`src/rtl/reg_ctx_engine_if.sv`:
```
// Bundles the control, register-file and stream signals of reg_ctx_engine.
// The master modport is the engine side; the slave modport is its environment.
interface reg_ctx_engine_if;
  logic       START;
  logic       MODE;
  logic       BUSY;
  logic       DONE;
  logic       ERR;
  logic [2:0] RF_OUT1ADDRESS;
  logic [7:0] RF_OUT1;
  logic [2:0] RF_INADDRESS;
  logic [7:0] RF_IN;
  logic       RF_WRITE;
  logic [7:0] S_DATA;
  logic       S_VALID;
  logic       S_READY;
  logic [7:0] L_DATA;
  logic       L_VALID;
  logic       L_READY;

  modport master (
    input  START, MODE, RF_OUT1, S_READY, L_DATA, L_VALID,
    output BUSY, DONE, ERR, RF_OUT1ADDRESS, RF_INADDRESS, RF_IN, RF_WRITE,
           S_DATA, S_VALID, L_READY
  );

  modport slave (
    output START, MODE, RF_OUT1, S_READY, L_DATA, L_VALID,
    input  BUSY, DONE, ERR, RF_OUT1ADDRESS, RF_INADDRESS, RF_IN, RF_WRITE,
           S_DATA, S_VALID, L_READY
  );
endinterface

```
`src/rtl/reg_ctx_engine.sv`:
```
// Saves registers 0..LAST_REG to a byte stream, or restores them from one.
// Optional macro REG_CTX_CHECKSUM_EN appends/verifies an XOR checksum byte.
module reg_ctx_engine #(
  parameter int LAST_REG = 7
) (
  input logic              CLK,
  input logic              RESET,
  reg_ctx_engine_if.master bus
);

  localparam logic [2:0] LAST_IDX = 3'(LAST_REG);

`ifdef REG_CTX_CHECKSUM_EN
  localparam bit CSUM_EN = 1'b1;
`else
  localparam bit CSUM_EN = 1'b0;
`endif

  typedef enum logic [2:0] {
    IDLE,
    SAVE_ADDR,
    SAVE_SEND,
    LOAD_RECV,
    FINISH
  } state_t;

  state_t     state;
  logic [2:0] idx;
  logic [7:0] s_data;
  logic [7:0] acc;
  logic       csum_phase;
  logic       err_q;
  logic       done_q;
  logic       busy_q;
  logic       s_valid_q;
  logic       l_ready_q;

  logic       at_last;
  logic       s_fire;

  assign at_last = (idx == LAST_IDX);
  assign s_fire  = s_valid_q & bus.S_READY;

  // Handshake strobes are masked by RESET so nothing completes in a reset cycle.
  assign bus.BUSY           = busy_q;
  assign bus.DONE           = done_q;
  assign bus.ERR            = CSUM_EN ? err_q : 1'b0;
  assign bus.RF_OUT1ADDRESS = idx;
  assign bus.RF_INADDRESS   = idx;
  assign bus.RF_IN          = (l_ready_q & ~RESET) ? bus.L_DATA : 8'h00;
  assign bus.RF_WRITE       = l_ready_q & ~csum_phase & bus.L_VALID & ~RESET;
  assign bus.L_READY        = l_ready_q & ~RESET;
  assign bus.S_VALID        = s_valid_q & ~RESET;
  assign bus.S_DATA         = s_data;

  always_ff @(posedge CLK) begin
    if (RESET) begin
      state      <= IDLE;
      idx        <= 3'd0;
      s_data     <= 8'h00;
      acc        <= 8'h00;
      csum_phase <= 1'b0;
      err_q      <= 1'b0;
      done_q     <= 1'b0;
      busy_q     <= 1'b0;
      s_valid_q  <= 1'b0;
      l_ready_q  <= 1'b0;
    end else begin
      done_q <= 1'b0;
      case (state)
        IDLE: begin
          if (bus.START) begin
            idx        <= 3'd0;
            err_q      <= 1'b0;
            acc        <= 8'h00;
            csum_phase <= 1'b0;
            busy_q     <= 1'b1;
            if (bus.MODE) begin
              l_ready_q <= 1'b1;
              state     <= LOAD_RECV;
            end else begin
              state     <= SAVE_ADDR;
            end
          end
        end

        SAVE_ADDR: begin
          s_data    <= bus.RF_OUT1;
          s_valid_q <= 1'b1;
          state     <= SAVE_SEND;
        end

        // The checksum byte reuses SAVE_SEND directly; no register read is needed for it.
        SAVE_SEND: begin
          if (s_fire) begin
            acc <= acc ^ s_data;
            if (csum_phase || (at_last && !CSUM_EN)) begin
              s_valid_q <= 1'b0;
              done_q    <= 1'b1;
              state     <= FINISH;
            end else if (at_last) begin
              csum_phase <= 1'b1;
              s_data     <= acc ^ s_data;
            end else begin
              idx       <= idx + 3'd1;
              s_valid_q <= 1'b0;
              state     <= SAVE_ADDR;
            end
          end
        end

        LOAD_RECV: begin
          if (bus.L_VALID) begin
            if (csum_phase) begin
              err_q     <= (bus.L_DATA != acc);
              l_ready_q <= 1'b0;
              done_q    <= 1'b1;
              state     <= FINISH;
            end else begin
              acc <= acc ^ bus.L_DATA;
              if (at_last) begin
                if (CSUM_EN) begin
                  csum_phase <= 1'b1;
                end else begin
                  l_ready_q <= 1'b0;
                  done_q    <= 1'b1;
                  state     <= FINISH;
                end
              end else begin
                idx <= idx + 3'd1;
              end
            end
          end
        end

        FINISH: begin
          busy_q <= 1'b0;
          state  <= IDLE;
        end

        default: begin
          busy_q    <= 1'b0;
          s_valid_q <= 1'b0;
          l_ready_q <= 1'b0;
          state     <= IDLE;
        end
      endcase
    end
  end

endmodule

```
`src/flat_wrapper.sv`:
```
// flat-port wrapper written by rule: the top's interface ports become plain ports
module reg_ctx_engine_flat 
#(
  parameter int LAST_REG = 7
)
  (CLK, RESET, bus_START, bus_MODE, bus_RF_OUT1, bus_S_READY, bus_L_DATA, bus_L_VALID, bus_BUSY, bus_DONE, bus_ERR, bus_RF_OUT1ADDRESS, bus_RF_INADDRESS, bus_RF_IN, bus_RF_WRITE, bus_S_DATA, bus_S_VALID, bus_L_READY);
  reg_ctx_engine_if bus_i ();
  input logic CLK;
  input logic RESET;
  input wire logic [$bits(bus_i.START)-1:0] bus_START;
  input wire logic [$bits(bus_i.MODE)-1:0] bus_MODE;
  input wire logic [$bits(bus_i.RF_OUT1)-1:0] bus_RF_OUT1;
  input wire logic [$bits(bus_i.S_READY)-1:0] bus_S_READY;
  input wire logic [$bits(bus_i.L_DATA)-1:0] bus_L_DATA;
  input wire logic [$bits(bus_i.L_VALID)-1:0] bus_L_VALID;
  output wire logic [$bits(bus_i.BUSY)-1:0] bus_BUSY;
  output wire logic [$bits(bus_i.DONE)-1:0] bus_DONE;
  output wire logic [$bits(bus_i.ERR)-1:0] bus_ERR;
  output wire logic [$bits(bus_i.RF_OUT1ADDRESS)-1:0] bus_RF_OUT1ADDRESS;
  output wire logic [$bits(bus_i.RF_INADDRESS)-1:0] bus_RF_INADDRESS;
  output wire logic [$bits(bus_i.RF_IN)-1:0] bus_RF_IN;
  output wire logic [$bits(bus_i.RF_WRITE)-1:0] bus_RF_WRITE;
  output wire logic [$bits(bus_i.S_DATA)-1:0] bus_S_DATA;
  output wire logic [$bits(bus_i.S_VALID)-1:0] bus_S_VALID;
  output wire logic [$bits(bus_i.L_READY)-1:0] bus_L_READY;
  assign bus_i.START = bus_START;
  assign bus_i.MODE = bus_MODE;
  assign bus_i.RF_OUT1 = bus_RF_OUT1;
  assign bus_i.S_READY = bus_S_READY;
  assign bus_i.L_DATA = bus_L_DATA;
  assign bus_i.L_VALID = bus_L_VALID;
  assign bus_BUSY = bus_i.BUSY;
  assign bus_DONE = bus_i.DONE;
  assign bus_ERR = bus_i.ERR;
  assign bus_RF_OUT1ADDRESS = bus_i.RF_OUT1ADDRESS;
  assign bus_RF_INADDRESS = bus_i.RF_INADDRESS;
  assign bus_RF_IN = bus_i.RF_IN;
  assign bus_RF_WRITE = bus_i.RF_WRITE;
  assign bus_S_DATA = bus_i.S_DATA;
  assign bus_S_VALID = bus_i.S_VALID;
  assign bus_L_READY = bus_i.L_READY;
  reg_ctx_engine #(.LAST_REG(LAST_REG)) u_core (.CLK(CLK), .RESET(RESET), .bus(bus_i));
endmodule
```
`config.mk`:
```
export PLATFORM = sky130hd
export DESIGN_NAME = reg_ctx_engine_flat
export DESIGN_NICKNAME = d
export VERILOG_FILES = /design/src/rtl/reg_ctx_engine_if.sv /design/src/rtl/reg_ctx_engine.sv /design/src/flat_wrapper.sv
export SDC_FILE = /design/constraint.sdc
export NUM_CORES = 1
export LEC_CHECK = 0
export ABC_AREA = 1
export CORE_UTILIZATION = 40
export CTS_CLUSTER_DIAMETER = 50
export DETAILED_ROUTE_END_ITERATION = 6
export PLACE_DENSITY_LB_ADDON = 0.25
export SLEW_MARGIN = 20
export SYNTH_ARGS = -nofsm -noshare
export SYNTH_HDL_FRONTEND = slang
export SYNTH_SLANG_ARGS = --single-unit
export TNS_END_PERCENT = 1
```
`constraint.sdc`:
```
create_clock -name CLK -period 2.6 [get_ports CLK]
set_input_delay 0.52 -clock CLK [delete_from_list [all_inputs] [get_ports CLK]]
set_output_delay 0.52 -clock CLK [all_outputs]
set_load 0.02 [all_outputs]
```
==> impl_results.md <==
- Syn_nets: 193
- Mapped Avg Cell Area: 6.330 um2
- Post-CTS Setup Repair Bufs: 0
- # rows: 18
- Post-DP HPWL: 2177 um
- Remaining DRCs: 0
- Clock tree buffer depth: 2
- Filler Cell Count: 246
- Worst VDD drop: 0.0006339 V
- Crit. Startpoint: RESET
- Worst-path cell chain: clkdlybuf4s50_1 > inv_1 > nand2_1 > buf_4 > nor2_1 > clkdlybuf4s50_1
- First-pass GRT wire length: 4271 um
- Crit Reg-Reg Startpoint: u_core.bus.RF_INADDRESS[0]$_SDFFE_PP0P_
- Routed vias: 1186
- Yosys reg bits: 19
- Routed Antenna Nets: 0
- Worst r2r path cells: 9
- Worst R2R End: u_core.bus.RF_INADDRESS[0]$_SDFFE_PP0P_
- Clock transition at the registers of the reported paths: 0.10 ns
- Final setup viols: 0
- Post-Synthesis Cells: 169
- Largest net degree at the start of global routing: 15
- Die Wd: 53.72 um
- Initial core utilization: 0.4279
- GRT Util Overall: 0.2041
- WS Path Type: input pin to output port
- Nets: 238
- Initial drt markers: 20
- I/O Buffers: 48
- Max Cap Viol: 0
- Synth area leaders: dfxtp_1, nand2_1, nor2_1
- Power density over cell area: 996.3 nW/um2
- Startpoint Class: input pin
- Router iterations before antenna repair: 4
- Vias in the first global route: 1094
- Sequential fraction of the synthesis area: 0.3556
- CTS root buffer: clkbuf_4
- Full die area: 2885 um2
- Post-synth EDFFs: 0
- Final WL: 2721 um
- Final Max Tran Viols: 0
- CTS tree: done
- Clk sinks: 19
- R2R setup slack: 0.95 ns
- Setup crit end: bus_RF_IN[6]
- Share of layout cells above drive strength 1: 0.07042
- Max FO, Critical Path: 9
- Synthesized cell area: 1070 um2
- Total core area: 2500 um2
- Max Freq: 404.0 MHz
- Via density: 4.881
- Crit path required time: 2.08 ns
- Most used DFF post-synth: dfxtp_1
- Ant. Diodes: 0
- Final hold violation count: 0
- Crit path max-delay family: buffers and inverters
- Aggregate global routing overflow: 0
- Minimum clock period: 2.475 ns
- Ports: 50
- Yosys top cell area share: 0.3556
- Final hold slack: 0.5158 ns
- Die height: 53.72 um
- Yosys top cell by area: dfxtp_1
- Hold Crit Class: register to register
- Wire length per cell: 11.20 um
- Period utilisation layout: 0.9521
- CP Data Arrival Time: 1.96 ns
- Clock skew: 0.001431 ns
- Num CTS Buffers: 3
- Synthesis-to-finish area growth: 46.78%
- Clock latency at the later pin of the worst-skew pair: 0.29 ns
- Hold-fix buffers, CTS: 0
- Crit path depth: 6
- Setup TNS: 0 ns
- Synth unique cells: 21
- RSZ-0062 raised after global routing: no
- Worst setup EP type: output port
- P_leak: 0.7821 nW
- Post_cts resized: 0
- H-tree lvl count: 1
- Most common cell on crit path: clkdlybuf4s50_1
- Status: completed
- Ys async rst share: 0
- Initial antenna violation count: 0
- Slowest CP cell: clkdlybuf4s50_1
- Critical path's largest stage delay: 0.61 ns
- Placer Congestion: 0.9117
- Synth warnings: 0
- CP bufs+invs: 4
tightest hold or removal path, cell delays in order, from the launching register on:
cell and delay, ns:
dfxtp_1 0.35, a21oi_1 0.04, nor2_1 0.09
where the power goes:
part	internal [mW]	switching, mW
Sequential	0.392	0.0866
Clock	0.0597	0.0875
Combinational	0.393	0.546
kinds of logic after synthesis:
| kind of cell | share of synthesized area |
|---|---|
| AO/OA/AOI/OAI | 0.1146 |
| AND/OR/NAND/NOR | 0.3497 |
| other | 0.003505 |
| buffers and inverters | 0.1532 |
| adder cells (fa/ha/maj) | 0.02339 |
| flip-flops | 0.3556 |
through the flow:
stage,cell area [um2],util,std cells,power (mW),setup WS [ns]
after floorplan,1070,-,169,1.092,0.8187
after global placement,1544,0.6176,239,1.377,0.1447
after detailed placement,1544,0.6176,239,1.418,0.1138
after CTS,1570,0.6281,243,1.569,0.1118
after global routing,1570,0.6281,243,1.694,0.003903
final,1570,0.6281,243,1.564,0.1246
cell type report:
class	count	area, um2	area share
multi-input cells	113	525.5	0.3347
repair buffers	51	503.0	0.3203
flip-flops and latches	19	380.4	0.2422
inverters	26	97.59	0.06215
well taps	30	37.54	0.02390
clock buffers	4	26.28	0.01673
state kept, by name, indices dropped and copies added, names as in the netlist:
| signal | cells |
|---|---|
| u_core.bus.S_DATA | 8 |
| u_core.bus.RF_INADDRESS | 3 |
| u_core.state | 3 |
| u_core.bus.BUSY | 1 |
| u_core.bus.DONE | 1 |
| u_core.csum_phase | 1 |
| u_core.l_ready_q | 1 |
| u_core.s_valid_q | 1 |
Yosys cell counts, types with 2 or more instances:
| cell | instances |
|---|---|
| nor2_1 | 31 |
| nand3_2 | 2 |
| a21oi_1 | 11 |
| inv_2 | 2 |
| nand2_1 | 36 |
| nand3_1 | 9 |
| dfxtp_1 | 19 |
| inv_1 | 24 |
| buf_2 | 5 |
| buf_4 | 5 |
| o21ai_0 | 12 |
| ha_1 | 2 |
| nand2_2 | 2 |
| nor3_1 | 2 |
how the worst min path moves through the flow:
stage / from / end / slack, ns / cells past startpoint
floorplan: u_core.l_ready_q$_SDFFE_PP0P_ / u_core.l_ready_q$_SDFFE_PP0P_ / 0.45 / 2
global route: u_core.l_ready_q$_SDFFE_PP0P_ / u_core.l_ready_q$_SDFFE_PP0P_ / 0.55 / 2
finish: u_core.l_ready_q$_SDFFE_PP0P_ / u_core.l_ready_q$_SDFFE_PP0P_ / 0.52 / 2
global placement: u_core.l_ready_q$_SDFFE_PP0P_ / u_core.l_ready_q$_SDFFE_PP0P_ / 0.47 / 2
detailed placement: u_core.l_ready_q$_SDFFE_PP0P_ / u_core.l_ready_q$_SDFFE_PP0P_ / 0.50 / 2
CTS: u_core.bus.BUSY$_SDFFE_PP0P_ / u_core.bus.BUSY$_SDFFE_PP0P_ / 0.53 / 2
cells in the final DEF, fill, tap and decap left out:
cell	n
nor2_1	31
nand2_1	36
nand2_2	2
o211ai_1	1
nor2_2	1
nand2_4	1
nand3_2	2
conb_1	1
nand3_1	9
nor2_4	1
inv_1	24
clkdlybuf4s50_1	48
clkbuf_4	3
dfxtp_1	19
inv_2	2
o21ai_0	12
nand4_1	1
nor3_1	2
ha_1	2
a21oi_1	11
clkbuf_1	1
buf_4	3
routing by layer:
metal	vias to the layer above	wire length, um	track usage
met4	0	42	0.1009
li1	601	-	-
met1	529	1067	0.2089
met3	4	201	0.02542
met5	-	0	0
met2	52	1411	0.3971
Note: power is estimated with default switching activity, not from simulation.
